<file path="src/rtl/pool_game_pkg.sv">
// Shared types, pocket geometry and per-level ball setup for the
// pool turn controller.
package pool_game_pkg;

    localparam int unsigned DEF_N_HOLES  = 6;
    localparam int unsigned DEF_N_LEVELS = 10;
    localparam int unsigned DEF_COORD_W  = 11;
    localparam int unsigned TBL_HOLE_W   = $clog2(DEF_N_HOLES);

    typedef enum logic [2:0] {
        S_INIT,
        S_LOAD,
        S_ARM,
        S_PLAY,
        S_OVER
    } state_t;

    typedef struct packed {
        logic [DEF_COORD_W-1:0] red_x;
        logic [DEF_COORD_W-1:0] red_y;
        logic [DEF_COORD_W-1:0] white_x;
        logic [DEF_COORD_W-1:0] white_y;
        logic [TBL_HOLE_W-1:0]  target_hole;
    } level_entry_t;

    // Pockets: three along the top cushion, three along the bottom.
    localparam logic [DEF_COORD_W-1:0] HOLE_X [DEF_N_HOLES] = '{
        11'd40, 11'd320, 11'd600, 11'd40, 11'd320, 11'd600
    };

    localparam logic [DEF_COORD_W-1:0] HOLE_Y [DEF_N_HOLES] = '{
        11'd40, 11'd40, 11'd40, 11'd440, 11'd440, 11'd440
    };

    localparam level_entry_t LEVEL_TABLE [DEF_N_LEVELS] = '{
        '{11'd400, 11'd240, 11'd160, 11'd240, 3'd0},
        '{11'd420, 11'd200, 11'd160, 11'd260, 3'd2},
        '{11'd380, 11'd300, 11'd140, 11'd200, 3'd5},
        '{11'd450, 11'd180, 11'd120, 11'd300, 3'd3},
        '{11'd360, 11'd260, 11'd200, 11'd220, 3'd1},
        '{11'd480, 11'd320, 11'd180, 11'd160, 3'd4},
        '{11'd300, 11'd150, 11'd100, 11'd340, 3'd0},
        '{11'd500, 11'd240, 11'd150, 11'd240, 3'd5},
        '{11'd420, 11'd360, 11'd220, 11'd120, 3'd2},
        '{11'd340, 11'd220, 11'd260, 11'd280, 3'd1}
    };

endpackage

</file>
<file path="src/rtl/pool_turn_controller_event_holdoff.sv">
// One-cycle event pulse that masks further firing for a number of
// frames after it fires.
module event_holdoff #(
    parameter int unsigned HOLDOFF_FRAMES = 4
) (
    input  logic clk,
    input  logic reset,
    input  logic raw,
    input  logic start_of_frame,
    output logic pulse,
    output logic armed
);

    localparam int unsigned CNT_W =
        (HOLDOFF_FRAMES > 0) ? $clog2(HOLDOFF_FRAMES + 1) : 1;

    logic [CNT_W-1:0] cnt_q, cnt_d;
    logic             pulse_q, pulse_d;

    assign armed = (cnt_q == '0);
    assign pulse = pulse_q;

    // A fresh firing reloads the count even on a frame boundary.
    always_comb begin
        pulse_d = 1'b0;
        cnt_d   = cnt_q;
        if (raw && armed) begin
            pulse_d = 1'b1;
            cnt_d   = CNT_W'(HOLDOFF_FRAMES);
        end else if (start_of_frame && !armed) begin
            cnt_d = cnt_q - CNT_W'(1);
        end
    end

    always_ff @(posedge clk or posedge reset) begin
        if (reset) begin
            cnt_q   <= '0;
            pulse_q <= 1'b0;
        end else begin
            cnt_q   <= cnt_d;
            pulse_q <= pulse_d;
        end
    end

endmodule

</file>
<file path="src/rtl/pool_turn_controller.sv">
// Pool game turn controller: collision levels, debounced events,
// level/turn sequencing, saturating score and per-level setup.
module pool_turn_controller
    import pool_game_pkg::*;
#(
    parameter int unsigned N_HOLES        = DEF_N_HOLES,
    parameter int unsigned N_LEVELS       = DEF_N_LEVELS,
    parameter int unsigned COORD_W        = DEF_COORD_W,
    parameter int unsigned SCORE_W        = 4,
    parameter int unsigned HOLDOFF_FRAMES = 4,
    localparam int unsigned HOLE_W        = $clog2(N_HOLES),
    localparam int unsigned LEVEL_W       = $clog2(N_LEVELS + 1)
) (
    input  logic               clk,
    input  logic               reset,
    input  logic               start_of_frame,
    input  logic               dr_white,
    input  logic               dr_red,
    input  logic [N_HOLES-1:0] dr_hole,
    input  logic               dr_border,
    input  logic               white_stopped,
    input  logic               red_stopped,
    input  logic               white_started,
    input  logic               restart,
    output logic               collision,
    output logic               single_hit_pulse,
    output logic               hit_white_red,
    output logic               pot_red,
    output logic               pot_white,
    output logic               border_white,
    output logic               border_red,
    output logic               turn_over,
    output logic               load_pos,
    output logic [COORD_W-1:0] red_x,
    output logic [COORD_W-1:0] red_y,
    output logic [COORD_W-1:0] white_x,
    output logic [COORD_W-1:0] white_y,
    output logic [HOLE_W-1:0]  target_hole,
    output logic [COORD_W-1:0] target_x,
    output logic [COORD_W-1:0] target_y,
    output logic [LEVEL_W-1:0] level,
    output logic [SCORE_W-1:0] score,
    output logic               game_over
);

    localparam logic [SCORE_W-1:0] SCORE_MAX = '1;

    state_t             state_q, state_d;
    logic [LEVEL_W-1:0] level_q, level_d;
    logic [SCORE_W-1:0] score_q, score_d;
    level_entry_t       entry_q, entry_d;
    logic               load_pos_q, load_pos_d;
    logic               turn_over_q, turn_over_d;
    logic               frame_hit_q, frame_hit_d;
    logic               single_q, single_d;
    logic [HOLE_W-1:0]  red_idx_q, red_idx_d;
    logic [HOLE_W-1:0]  low_idx;
    logic               any_hole;
    logic               red_raw;
    logic               red_armed;
    logic               turn_end;
    logic               score_inc;
    logic               score_dec;
    logic               unused_wr_armed;
    logic               unused_pw_armed;

    assign any_hole     = |dr_hole;
    assign red_raw      = dr_red & any_hole;
    assign border_white = dr_white & dr_border;
    assign border_red   = dr_red & dr_border;
    assign collision    = (dr_white & dr_red) | (dr_red & any_hole)
                        | (dr_white & any_hole) | border_white
                        | border_red;

    event_holdoff #(.HOLDOFF_FRAMES(HOLDOFF_FRAMES)) u_hold_wr (
        .clk            (clk),
        .reset          (reset),
        .raw            (dr_white & dr_red),
        .start_of_frame (start_of_frame),
        .pulse          (hit_white_red),
        .armed          (unused_wr_armed)
    );

    event_holdoff #(.HOLDOFF_FRAMES(HOLDOFF_FRAMES)) u_hold_red (
        .clk            (clk),
        .reset          (reset),
        .raw            (red_raw),
        .start_of_frame (start_of_frame),
        .pulse          (pot_red),
        .armed          (red_armed)
    );

    event_holdoff #(.HOLDOFF_FRAMES(HOLDOFF_FRAMES)) u_hold_pw (
        .clk            (clk),
        .reset          (reset),
        .raw            (dr_white & any_hole),
        .start_of_frame (start_of_frame),
        .pulse          (pot_white),
        .armed          (unused_pw_armed)
    );

    always_comb begin
        low_idx = '0;
        for (int i = int'(N_HOLES) - 1; i >= 0; i--) begin
            if (dr_hole[i]) low_idx = HOLE_W'(i);
        end
    end

    // Setting the frame flag takes priority over a frame-start clear.
    always_comb begin
        single_d    = collision && !frame_hit_q;
        frame_hit_d = frame_hit_q;
        if (single_d) frame_hit_d = 1'b1;
        else if (start_of_frame) frame_hit_d = 1'b0;
        red_idx_d = red_idx_q;
        if (red_raw && red_armed) red_idx_d = low_idx;
    end

    assign score_inc = pot_red
        && (red_idx_q == HOLE_W'(entry_q.target_hole));
    assign score_dec = pot_white;
    assign turn_end  = pot_red || pot_white
        || (white_started && white_stopped && red_stopped);

    always_comb begin
        state_d     = state_q;
        level_d     = level_q;
        score_d     = score_q;
        entry_d     = entry_q;
        load_pos_d  = 1'b0;
        turn_over_d = 1'b0;
        unique case (state_q)
            S_INIT: state_d = S_LOAD;
            S_LOAD: begin
                entry_d    = LEVEL_TABLE[level_q - LEVEL_W'(1)];
                load_pos_d = 1'b1;
                state_d    = S_ARM;
            end
            S_ARM: if (!white_started) state_d = S_PLAY;
            S_PLAY: begin
                if (score_inc && !score_dec && score_q != SCORE_MAX)
                    score_d = score_q + SCORE_W'(1);
                else if (score_dec && !score_inc && score_q != '0)
                    score_d = score_q - SCORE_W'(1);
                if (turn_end) begin
                    turn_over_d = 1'b1;
                    if (level_q < LEVEL_W'(N_LEVELS)) begin
                        level_d = level_q + LEVEL_W'(1);
                        state_d = S_LOAD;
                    end else begin
                        state_d = S_OVER;
                    end
                end
            end
            S_OVER: begin
                if (restart) begin
                    level_d = LEVEL_W'(1);
                    score_d = '0;
                    state_d = S_LOAD;
                end
            end
            default: state_d = S_INIT;
        endcase
    end

    always_ff @(posedge clk or posedge reset) begin
        if (reset) begin
            state_q     <= S_INIT;
            level_q     <= LEVEL_W'(1);
            score_q     <= '0;
            entry_q     <= LEVEL_TABLE[0];
            load_pos_q  <= 1'b0;
            turn_over_q <= 1'b0;
            frame_hit_q <= 1'b0;
            single_q    <= 1'b0;
            red_idx_q   <= '0;
        end else begin
            state_q     <= state_d;
            level_q     <= level_d;
            score_q     <= score_d;
            entry_q     <= entry_d;
            load_pos_q  <= load_pos_d;
            turn_over_q <= turn_over_d;
            frame_hit_q <= frame_hit_d;
            single_q    <= single_d;
            red_idx_q   <= red_idx_d;
        end
    end

    assign single_hit_pulse = single_q;
    assign turn_over        = turn_over_q;
    assign load_pos         = load_pos_q;
    assign red_x            = COORD_W'(entry_q.red_x);
    assign red_y            = COORD_W'(entry_q.red_y);
    assign white_x          = COORD_W'(entry_q.white_x);
    assign white_y          = COORD_W'(entry_q.white_y);
    assign target_hole      = HOLE_W'(entry_q.target_hole);
    assign target_x         = COORD_W'(HOLE_X[entry_q.target_hole]);
    assign target_y         = COORD_W'(HOLE_Y[entry_q.target_hole]);
    assign level            = level_q;
    assign score            = score_q;
    assign game_over        = (state_q == S_OVER);

endmodule

</file>
<file path="config.mk">
export PLATFORM = sky130hd
export DESIGN_NAME = pool_turn_controller
export DESIGN_NICKNAME = d
export VERILOG_FILES = /design/src/rtl/pool_game_pkg.sv /design/src/rtl/pool_turn_controller_event_holdoff.sv /design/src/rtl/pool_turn_controller.sv
export SDC_FILE = /design/constraint.sdc
export NUM_CORES = 1
export LEC_CHECK = 0
export ABC_AREA = 1
export ABC_CLOCK_PERIOD_IN_PS = 2900
export CAP_MARGIN = 20
export CELL_PAD_IN_SITES_DETAIL_PLACEMENT = 1
export CELL_PAD_IN_SITES_GLOBAL_PLACEMENT = 1
export CORE_MARGIN = 8
export CORE_UTILIZATION = 35
export CTS_CLUSTER_SIZE = 8
export DETAILED_ROUTE_END_ITERATION = 8
export PLACE_DENSITY = 0.84
export SYNTH_ARGS = -nofsm -noshare
export SYNTH_HDL_FRONTEND = slang
export SYNTH_SLANG_ARGS = --single-unit
</file>
<file path="constraint.sdc">
create_clock -name clk -period 2.9 [get_ports clk]
set_input_delay 0.725 -clock clk [delete_from_list [all_inputs] [get_ports clk]]
set_output_delay 0.725 -clock clk [all_outputs]
set_load 0.005 [all_outputs]
</file>
Yosys cells after proc, flatten, opt, wreduce, memory -nomap -nowiden
Memory sizes are Yosys's and may differ from the RTL's. A register that Yosys moved wholly into a read port is not among the register bits.
Index checks and enable logic that the tools add are counted.
- output and inout port bits: 87
- input port bits: 16
- ROM bits: 928
- memories: 3
- logic and storage cells: 121
- bits in writable memories: 0
- bits in registers: 30
- bits in latches: 0
- bitwise operators: 11
- multiplexer cells: 37
- equal/unequal tests: 11
- reductions and logical operators: 36
- $lt $le $gt $ge: 2
- divide/modulo/power cells: 0
- add/sub/neg operators: 7
- shifts and indexed selects: 0
- multipliers: 0
- memory list (memory ; depth ; width ; read ports ; clocked after Yosys merged registers in ; wr ports ; line ; text):
    (name not given) ; 16 ; 47 ; 1 ; 1 ; 0 ; pool_turn_controller.sv:135 ; entry_d = LEVEL_TABLE[level_q - LEVEL_W'(1)];
    (name not given) ; 8 ; 11 ; 1 ; 0 ; 0 ; pool_turn_controller.sv:199 ; assign target_y = COORD_W'(HOLE_Y[entry_q.target_hole]);
    (name not given) ; 8 ; 11 ; 1 ; 0 ; 0 ; pool_turn_controller.sv:198 ; assign target_x = COORD_W'(HOLE_X[entry_q.target_hole]);
- operators by type and width (operator ; count):
    $mux 3 ; 16
    $mux 11 ; 4
    $mux 4 ; 6
    $pmux 4 s2 ; 2
    $pmux 3 s5 ; 1
    $logic_and 1x1->1 ; 14
    $logic_not 3->1 ; 4
    $reduce_bool 2->1 ; 5
    $sub 3x1->3 const B ; 3
    $add 4x1->4 const B ; 2
    $mux 1 ; 8
    $ne 2x2->1 const B ; 4
    $sub 4x1->4 const B ; 2
    $eq 3x2->1 const B ; 2
    $logic_not 1->1 ; 6
    $reduce_and 3->1 ; 2
    $reduce_or 6->1 ; 1
    $and 1x1->1 ; 5
    $not 4->5 ; 1
    $ge 4x4->1 const B ; 1
    $lt 4x4->1 const B ; 1
    $ne 4x4->1 const B ; 1
    $not 3->4 ; 1
    $or 1x1->1 ; 4
    other kinds (7) ; 8

Logic depth before layout (Yosys ltp)
Gate-level depths: netlist of run 1.
- depth in word-level cells: 8
- gate-level depth with buffers: 14
- gate-level depth less buffers: 14

Hierarchy
A second synthesis of run 1 with hierarchy kept.
- cell total of the unflattened synthesis: 481
- area total of the unflattened synthesis: 3762.4 um2
- by module, submodules not included (module ; sequential area each (um2) ; area an instance (um2) ; cells an instance ; instances):
    pool_turn_controller ; 1292.5 ; 3105.5 ; 397 ; 1
    event_holdoff ; 100.1 ; 219.0 ; 28 ; 3

Worst setup path after synthesis of run 1
No wires, ideal clock.
- path kind: register to register
- start point: register level_q[0], in the netlist level[0]
- end point: register, netlist name white_y[8]
- stages on the path, launching flop included: 11
- path buffers: 1
- arrival time: 1.950 ns
- clock period less this slack: 2.070 ns
- data required time: 2.780 ns
- setup time: 0.120 ns
- setup slack: 0.830 ns
- cell sequence: dfstp_2 -> inv_2 -> ha_1 -> ha_1 -> clkbuf_1 -> nand2_1 -> nand2_1 -> nor2_1 -> inv_1 -> a21boi_0 -> inv_1
- cells in the longest elaborated chain, start to end: 2
- ends and longest elaborated chain (item ; line ; text):
    start, declared ; pool_turn_controller.sv:49 ; logic [LEVEL_W-1:0] level_q, level_d;
    start signal, assigned ; pool_turn_controller.sv:179 ; level_q <= level_d;
    $sub 4x1->4 ; pool_turn_controller.sv:135 ;
    $not 4->5 (not written as such) ; pool_turn_controller.sv:135 ;
Every way passes these cells.
A chain may end at the register's enable or synchronous reset.

Final worst setup path of run 1
- start point: input port dr_hole[4]
- end point: output port collision
- cells in the longest elaborated chain, start to end: 6
- elaborated cells between the ends (all ways): 7
- those cells by class: 6 x bitwise; 1 x reduce/logical
- ends and longest elaborated chain (item ; line ; text):
    start, declared ; pool_turn_controller.sv:19 ; input logic [N_HOLES-1:0] dr_hole,
    $reduce_or 6->1 (*) ; pool_turn_controller.sv:67 ; assign any_hole = |dr_hole;
    $and 1x1->1 ; pool_turn_controller.sv:71 ; assign collision = (dr_white & dr_red) | (dr_red & any_hole)
    $or 1x1->1 ; pool_turn_controller.sv:71 ;
    $or 1x1->1 (*) (2 in a row) ; pool_turn_controller.sv:72 ; | (dr_white & any_hole) | border_white
    $or 1x1->1 (*) ; pool_turn_controller.sv:73 ; | border_red;
    end, declared ; pool_turn_controller.sv:25 ; output logic collision,
Every way passes the cells marked *; elsewhere a longest branch is shown, timed or not.

==> summary.md, run 1 <==
| Metric | Value |
|---|---|
| Slew @ Worst Pin | 0.604 ns |
| EDFF count, synth | 0 |
| Most common cell after layout, fill and taps aside | nand2_1 |
| Dpl ws | 0.0250 ns |
| Fmax | 355 MHz |
| Reg clk slew, reported paths | 0.08 ns |
| Setup TNS | 0 ns |
| Post-synth top area share | 33.6% |
| Status | completed |
| DR WL/cell | 14.8 microns |
| Gates resized, CTS repair | 0 |
| Adder-cell share of the synthesized area | 7.60% |
| Met2 routed WL | 5050 microns |
| CP Capture Type | output port |
| P_sw | 0.00246 W |
| Critical Path Source Type | primary input |
| Detailed Route WL | 9930 microns |
| Final setup viols | 0 |
| Die Wd | 119 microns |
| YS warnings | 0 |
| Pre-antenna DRT Iters | 4 |
| GPL Wtd Cong | 0.814 |
| Final nets | 566 |
| Largest net degree at the start of global routing | 39 |
| Async SR Flop Fraction | 100% |
| Vias in the first global route | 3466 |
| Fill cells | 1252 |
| Initial DRC Count | 108 |
| Sequential share of the synthesized area | 42.8% |
| Register bit count reported by yosys | 63 |
| Internal power | 0.00323 W |
| Leading register cell type out of synthesis | dfrtp_1 |
| IO Port Bufs | 75 |
| Post-route clock period utilization | 97.0% |
| Combinational group share of total power | 55.3% |
| Mux cell area share after synthesis | 0% |
| Dpl hpwl | 7770 microns |
| WL met1 | 4150 microns |
| XOR/XNOR Fraction of Synth Area | 0.942% |
| Vias per Instance | 4.71 |
| Max-Cap Viols | 0 |
| Setup WS post-layout | 0.0859 ns |
| # diodes | 0 |
| Seq pwr share | 29.1% |
| CTS Buffer Depth | 2 |
| Post-CTS Hold Buffers | 0 |
| Die area | 14200 sq um |
| H-tree depth | 3 |
| Largest family of logic cells by synthesized area | simple AND/OR/NAND/NOR gates |
| Global Route Usage Sum | 14.5% |
| Starting Density | 36.0% |
| DR top layer | met4 |
| Crit path required time | 2.17 ns |
| Count of pins over their slew limit | 0 |
| IO Pins | 103 |
| Avg Cell Area, Syn | 8.23 sq um |
| Mapped Cells | 452 |
| Die height | 119 microns |
| CP Class | primary input to output port |
| Core ar. | 10300 sq um |
| Arrival @ worst endpoint | 2.09 ns |
| Crit path max fanout | 2 |
| Synth top area cells | dfrtp_1 34%, nand2_1 10%, dfstp_2 9.2% |
| Net Sw Frac | 43.2% |
| Skew final | 0.00649 ns |
| CTS root buf | clkbuf_8 |
| Post-synth top area cell | dfrtp_1 |
| Unrepaired setup endpoints after global routing | no |
| Worst-Skew Late Latency | 0.34 ns |
| CTS buffer count | 9 |
| Leakage | 2.29 nW |
| Global-route wire length before repair | 17000 microns |
| Clock Power Share | 15.6% |
| Met3 Wirelength | 651 microns |
| Synth Area in Compound Gates | 12.9% |
| Final hold vios | 0 |
| Max-slew headroom | 59.7% |
| GRT Residual Overflow | 0 |
| CTS tree | built |
| Commonest cells after routing, fill and taps aside | 99 x nand2_1, 75 x clkdlybuf4s50_1, 51 x inv_1 |
| # Post-CTS Setup Buffers | 0 |
| PD cells | 1200 nW/um^2 |
| Rows | 37 |
| Via count | 3151 |
| DRC violations left | 0 |
| DRT antenna net count | 0 |
| Peak supply drop | 0.000526 V |
| Initial antenna violation count | 0 |
| Post-synthesis simple-gate area fraction | 22.1% |
| Hold Crit Class | flop to flop |
| Layout cells sized above 1 | 13.3% |
| Post-Syn Area | 3720 sq um |
| Final Util | 45.9% |
| Syn-to-layout area delta | 27.4% |
| Clock sink count | 63 |
| Synth cell types | 44 |
| Tmin final | 2.81 ns |
[synth_stat cells, types with 2 or more instances]
cell,number
o21ai_0,34
inv_2,9
o21ai_2,5
o21a_1,5
clkbuf_1,2
conb_1,2
nand2_2,7
buf_1,2
nand2_4,4
buf_2,2
a21oi_1,13
dfrtp_1,50
nand3b_1,2
nand3_2,2
nand3_1,24
o21ai_1,13
o31ai_1,2
xor2_1,3
a22o_1,4
nand4_1,2
inv_1,52
buf_4,32
nor2_1,29
dfstp_2,13
nand2_1,99
ha_1,21
or2_2,2
[worst paths after layout]
path,from,end,slack (ns),depth (start not counted)
worst min-delay path,red_y[4],red_y[4],0.48,2
worst max-delay path,dr_hole[4],collision,0.09,5
max in group asynchronous,reset,red_x[4],1.45,3
min in group asynchronous,reset,red_idx_q[0],0.78,2
worst min register to register,red_y[4],red_y[4],0.48,2
worst max register to register,level[1],white_y[8],0.49,10
[per-stage QoR]
stage | power (W) | cells | cell area [sq um] | hold WS, ns
after floorplan | 0.00357 | 477 | 3810 | 0.453
after global placement | 0.00469 | 653 | 4500 | 0.460
after detailed placement | 0.00485 | 653 | 4500 | 0.467
after CTS | 0.00577 | 669 | 4730 | 0.481
after global routing | 0.00622 | 669 | 4740 | 0.496
final | 0.00569 | 669 | 4740 | 0.476
[power groups by stage]
stage,clock (W),combinational (W),sequential [W]
floorplan,0,0.00193,0.00164
global placement,0,0.00304,0.00165
detailed placement,0,0.00318,0.00168
CTS,0.000911,0.00319,0.00167
global route,0.000947,0.00356,0.00172
finish,0.000887,0.00315,0.00166
[kinds of logic after synthesis]
family / count (synthesis)
simple gates: 179
buf+inv: 100
compound gates: 82
flops: 63
fa+ha+maj: 22
xor+xnor: 4
other cells: 2
[sequential cells by signal, indices dropped and copies added (netlist names)]
name	flops
u_hold_red.pulse	1
u_hold_pw.pulse	1
state_q	3
white_y	7
u_hold_red.cnt_q	3
white_x	8
score	4
u_hold_pw.cnt_q	3
red_x	7
u_hold_wr.cnt_q	3
single_hit_pulse	1
frame_hit_q	1
red_y	8
level	4
red_idx_q	3
target_hole	3
turn_over	1
load_pos	1
u_hold_wr.pulse	1
[metal layers]
layer | vias up | track usage (%)
li1 | 1529 | -
met1 | 1540 | 15.4
met2 | 72 | 26.2
met3 | 10 | 5.67
met4 | 0 | 3.32
met5 | - | 0
[worst max-delay path: stages]
cell,delay (ns)
clkdlybuf4s50_1,0.42
or2_0,0.25
nor2_2,0.17
a21oi_2,0.08
clkdlybuf4s50_1,0.45
[area by class of cell]
type | instances | area [sq um] | area share, %
Clock buffer | 10 | 138 | 2.90
Tap cell | 136 | 170 | 3.59
Timing Repair Buffer | 78 | 786 | 16.6
Multi-Input combinational cell | 314 | 1730 | 36.4
Clock inverter | 6 | 92.6 | 1.95
Inverter | 62 | 235 | 4.96
Sequential cell | 63 | 1590 | 33.6
No activity file was read; power rests on OpenSTA's default activity.
==> run 2, diff against run 1 <==
- CORE_MARGIN: 8 -> 4
- SLEW_MARGIN: default -> 20
==> run 2 against run 1 <==
Net effect:
- design area increased by 0.34%
- count of clock-buffer cells in the layout unchanged
- global-route usage up 1.5 points
- utilization rose by 0.16 points
- via count rose by 1.4%
- largest cell class unchanged
- highest routed layer unchanged
==> summary.md, run 2 (synthesis gave the netlist of run 1 again) <==
| Metric | Value |
|---|---|
| Dpl hpwl | 7550 microns |
| Tmin final | 2.81 ns |
| Die area | 12300 sq um |
| Critical Path Source Type | primary input |
| Global Route Usage Sum | 15.9% |
| DRT antenna net count | 0 |
| Post-place instance area | 4510 sq um |
| IO Pins | 103 |
| DRC violations left | 0 |
| Rows | 37 |
| Pre-antenna DRT Iters | 4 |
| Arrival @ worst endpoint | 2.09 ns |
| # diodes | 0 |
| Post-route clock period utilization | 97.0% |
| IO Port Bufs | 75 |
| Final Instance Area | 4760 sq um |
| Commonest cells after routing, fill and taps aside | 99 x nand2_1, 75 x clkdlybuf4s50_1, 51 x inv_1 |
| CP Capture Type | output port |
| Core ar. | 10300 sq um |
| CTS tree | built |
| Via count | 3195 |
| Worst-Skew Late Latency | 0.35 ns |
| Syn-to-layout area delta | 27.9% |
| Count of pins over their slew limit | 0 |
| Clock sink count | 63 |
| Global-route wire length before repair | 16200 microns |
| CTS Buffer Depth | 2 |
| Final nets | 567 |
| H-tree depth | 3 |
| Fmax | 355 MHz |
| Detailed Route WL | 9750 microns |
| GRT Residual Overflow | 0 |
| Vias per Instance | 4.77 |
| Setup TNS | 0 ns |
| Die Wd | 111 microns |
| Crit path max fanout | 2 |
| GPL Wtd Cong | 0.840 |
| Largest stage delay, worst path | 0.52 ns |
| CTS buffer count | 9 |
| Most common cell after layout, fill and taps aside | nand2_1 |
| Status | completed |
| Skew final | 0.00524 ns |
| Peak supply drop | 0.000416 V |
| Reg clk slew, reported paths | 0.07 ns |
| CP Class | primary input to output port |
| Layout cells sized above 1 | 13.5% |
| Crit path buffers/inverters | 2 |
| Final hold vios | 0 |
| Largest net degree at the start of global routing | 27 |
| Max-Cap Viols | 0 |
| Slowest-stage cell, CP | clkdlybuf4s50_1 |
| DP Cell Count | 654 |
| Crit path required time | 2.17 ns |
| Final hold slack | 0.471 ns |
| Final setup viols | 0 |
| Total power | 0.00574 W |
| PD cells | 1210 nW/um^2 |
| Hold Crit Class | flop to flop |
| Initial antenna violation count | 0 |
| Die height | 111 microns |
| Initial DRC Count | 76 |
| Vias in the first global route | 3396 |
| Leakage | 2.30 nW |
| Crit path cell chain | clkdlybuf4s50_1 -> nor2_2 -> nand2_1 -> nor2_2 -> a21oi_2 -> clkdlybuf4s50_1 |
| Max-slew headroom | 64.4% |
| CTS root buf | clkbuf_8 |
| Starting Density | 36.0% |
| DR WL/cell | 14.6 microns |
| Unrepaired setup endpoints after global routing | no |
| Fin cells | 670 |
| Slew @ Worst Pin | 0.535 ns |
| # Post-CTS Setup Buffers | 0 |
| CP delay by family, top | buffers and inverters |
-- run 2: report_power, final --
| group | switching, W | internal, W |
|---|---|---|
| sequential | 0.000321 | 0.00134 |
| combinational | 0.00176 | 0.00139 |
| clock | 0.000362 | 0.000570 |
-- run 2: metrics by stage --
stage          worst slack, ns  utilization (%)
4_1_cts                 0.0426             46.0
3_3_place_gp             0.105             43.7
5_1_grt               0.000181             46.1
6_report                0.0868             46.1
2_1_floorplan            0.627                -
3_5_place_dp            0.0612             43.7
-- run 2: per-layer routing --
metal | share of wire, % | global-route usage [%]
met4 | 1.2 | 4.14
met2 | 51 | 29.0
met5 | 0 | 0
met3 | 5.5 | 4.80
met1 | 42 | 18.1
-- run 2: worst paths after layout --
path / start / endpoint / slack [ns] / cells past startpoint
max: dr_hole[0] / collision / 0.09 / 6
max in group asynchronous: reset / white_x[5] / 1.48 / 3
max reg2reg: level[1] / white_y[8] / 0.49 / 10
min reg2reg: white_y[6] / white_y[6] / 0.47 / 2
min: white_y[6] / white_y[6] / 0.47 / 2
min in group asynchronous: reset / u_hold_red.cnt_q[1] / 0.74 / 2
-- run 2: area by class of cell --
| class | instances | area (sq um) |
|---|---|---|
| clock inverters | 6 | 109 |
| multi-input cells | 314 | 1730 |
| fillers | 1256 | 5570 |
| clock buffers | 10 | 128 |
| repair buffers | 79 | 793 |
| well taps | 136 | 170 |
| flip-flops and latches | 63 | 1590 |
| inverters | 62 | 235 |
-- run 2: timing repair --
item	in CTS	in global routing
setup endpoints to repair	0	1
endpoints found under the hold margin	0	0
hold buffers	0	0
gates resized for setup	0	3
-- run 2: worst register-to-register path, cell delays in order (launching register included) --
cell      delay, ns
dfrtp_1        0.51
inv_1          0.18
ha_1           0.30
ha_1           0.54
inv_1          0.21
nand2_1        0.13
nand2_1        0.07
nor2_1         0.10
inv_1          0.06
a21boi_0       0.16
inv_1          0.05
==> run 3, diff against run 2 <==
- CELL_PAD_IN_SITES_DETAIL_PLACEMENT: 1 -> 0
==> run 3 against run 2 <==
Net effect:
- setup slack improved by 0.011 ns
- sequential power barely moved
- count of clock-buffer cells in the layout rose by 1
- critical path depth did not move
- design area rose by 0.18%
- via count fell by 5.5%
- final cell count did not move
- highest routed layer unchanged
==> summary.md, run 3 (synthesis gave the netlist of run 1 again) <==
| Metric | Value |
|---|---|
| Commonest cells after routing, fill and taps aside | 99 x nand2_1, 75 x clkdlybuf4s50_1, 51 x inv_1 |
| CTS tree | built |
| CTS Buffer Depth | 2 |
| Largest net degree at the start of global routing | 27 |
| Initial antenna violation count | 0 |
| Status | completed |
| Final hold slack | 0.468 ns |
| Fmax | 357 MHz |
| Setup TNS | 0 ns |
| Initial DRC Count | 114 |
| Detailed Route WL | 8400 microns |
| Global-route wire length before repair | 14100 microns |
| Vias in the first global route | 3045 |
| Post-place instance area | 4510 sq um |
| Global Route Usage Sum | 13.9% |
| Syn-to-layout area delta | 28.1% |
| IO Pins | 103 |
| Crit path required time | 2.17 ns |
| DRC violations left | 0 |
| Reg clk slew, reported paths | 0.07 ns |
| Leakage | 2.31 nW |
| IO Port Bufs | 75 |
| CTS buffer count | 9 |
| DP Cell Count | 654 |
| Die height | 111 microns |
| Final Instance Area | 4770 sq um |
| Arrival @ worst endpoint | 2.08 ns |
| Pre-antenna DRT Iters | 4 |
| CTS root buf | clkbuf_8 |
| Skew final | 0.00625 ns |
| Clock sink count | 63 |
| Core ar. | 10300 sq um |
| Most common cell after layout, fill and taps aside | nand2_1 |
| Via count | 3018 |
| Starting Density | 36.0% |
| Critical Path Source Type | primary input |
| Vias per Instance | 4.50 |
| Total power | 0.00564 W |
| CP Capture Type | output port |
| Max-Cap Viols | 0 |
| DR WL/cell | 12.5 microns |
| Final setup viols | 0 |
| Count of pins over their slew limit | 0 |
| Peak supply drop | 0.000511 V |
| PD cells | 1180 nW/um^2 |
| # Post-CTS Setup Buffers | 0 |
| Slew @ Worst Pin | 0.519 ns |
| Max-slew headroom | 65.3% |
| Largest stage delay, worst path | 0.52 ns |
| Layout cells sized above 1 | 13.5% |
| Tmin final | 2.80 ns |
| Fin cells | 670 |
| Unrepaired setup endpoints after global routing | no |
| Final nets | 567 |
| GRT Residual Overflow | 0 |
| Post-route clock period utilization | 96.6% |
| Hold Crit Class | flop to flop |
| H-tree depth | 3 |
| Rows | 37 |
| Die Wd | 111 microns |
| Dpl hpwl | 6500 microns |
| GPL Wtd Cong | 0.840 |
| CP Class | primary input to output port |
| DRT antenna net count | 0 |
| Crit path max fanout | 2 |
| Final hold vios | 0 |
| Fill cells | 1026 |
| # diodes | 0 |
| Die area | 12300 sq um |
| Worst-Skew Late Latency | 0.34 ns |
| Slowest-stage cell, CP | clkdlybuf4s50_1 |
| Crit path cell chain | clkdlybuf4s50_1 -> nor2_2 -> nand2_1 -> nor2_2 -> a21oi_2 -> clkdlybuf4s50_1 |
==> run 3: changes by cell type in the layout (fill, tap and decap cells not counted) <==
cell | before | now
clkinv_2 | 2 | 1
inv_6 | 0 | 1
clkinv_4 | 1 | 0
clkbuf_8 | 9 | 10
==> run 3: repair_timing <==
action / CTS / global route
endpoints found under the hold margin: 0 / 0
endpoints found under the setup margin: 0 / 1
resized for setup: 0 / 3
hold buffers: 0 / 0
==> run 3: worst max-delay path: cells and delay by family <==
| kind | cells | cell delay [ns] |
|---|---|---|
| buffers and inverters | 2 | 1.01 |
| AND/OR/NAND/NOR | 3 | 0.21 |
| AO/OA/AOI/OAI | 1 | 0.13 |
==> run 3: worst paths after layout <==
path                                           end  cells after the start  startpoint  slack, ns
min in group asynchronous       u_hold_wr.cnt_q[2]                      2       reset       0.74
max in group asynchronous                 red_x[4]                      3       reset       1.50
worst max register to register          white_y[8]                     10    level[0]       0.53
worst max-delay path                     collision                      6  dr_hole[0]        0.1
worst min-delay path                    white_y[6]                      2  white_y[6]       0.47
worst min register to register          white_y[6]                      2  white_y[6]       0.47
==> run 3: per-stage QoR <==
stage,utilization [%],setup slack [ns]
CTS,46.1,0.0658
global route,46.2,0.00962
detailed placement,43.7,0.0854
finish,46.2,0.0975
floorplan,-,0.627
global placement,43.7,0.105
==> run 3: per-layer routing <==
metal / wire length, microns / up-vias / track usage (%)
met1: 3710 / 1389 / 16.5
met2: 4120 / 79 / 24.2
met4: 66 / 0 / 4.14
met5: 0 / - / 0
met3: 502 / 7 / 4.15
li1: - / 1543 / -
==> run 3: layout make-up <==
class	count	area (sq um)	area share, %
Timing Repair Buffer	79	793	16.6
Clock buffer	11	141	2.97
Multi-Input combinational cell	314	1730	36.3
Inverter	62	235	4.94
Tap cell	136	170	3.57
Clock inverter	5	104	2.18
Sequential cell	63	1590	33.4
==> run 3: where the power goes <==
| part | leakage, nW | internal, W | switching, W |
|---|---|---|---|
| Sequential | 0.754 | 0.00134 | 0.000303 |
| Combinational | 1.43 | 0.00138 | 0.00167 |
| Clock | 0.124 | 0.000596 | 0.000345 |
| Total | 2.31 | 0.00331 | 0.00232 |
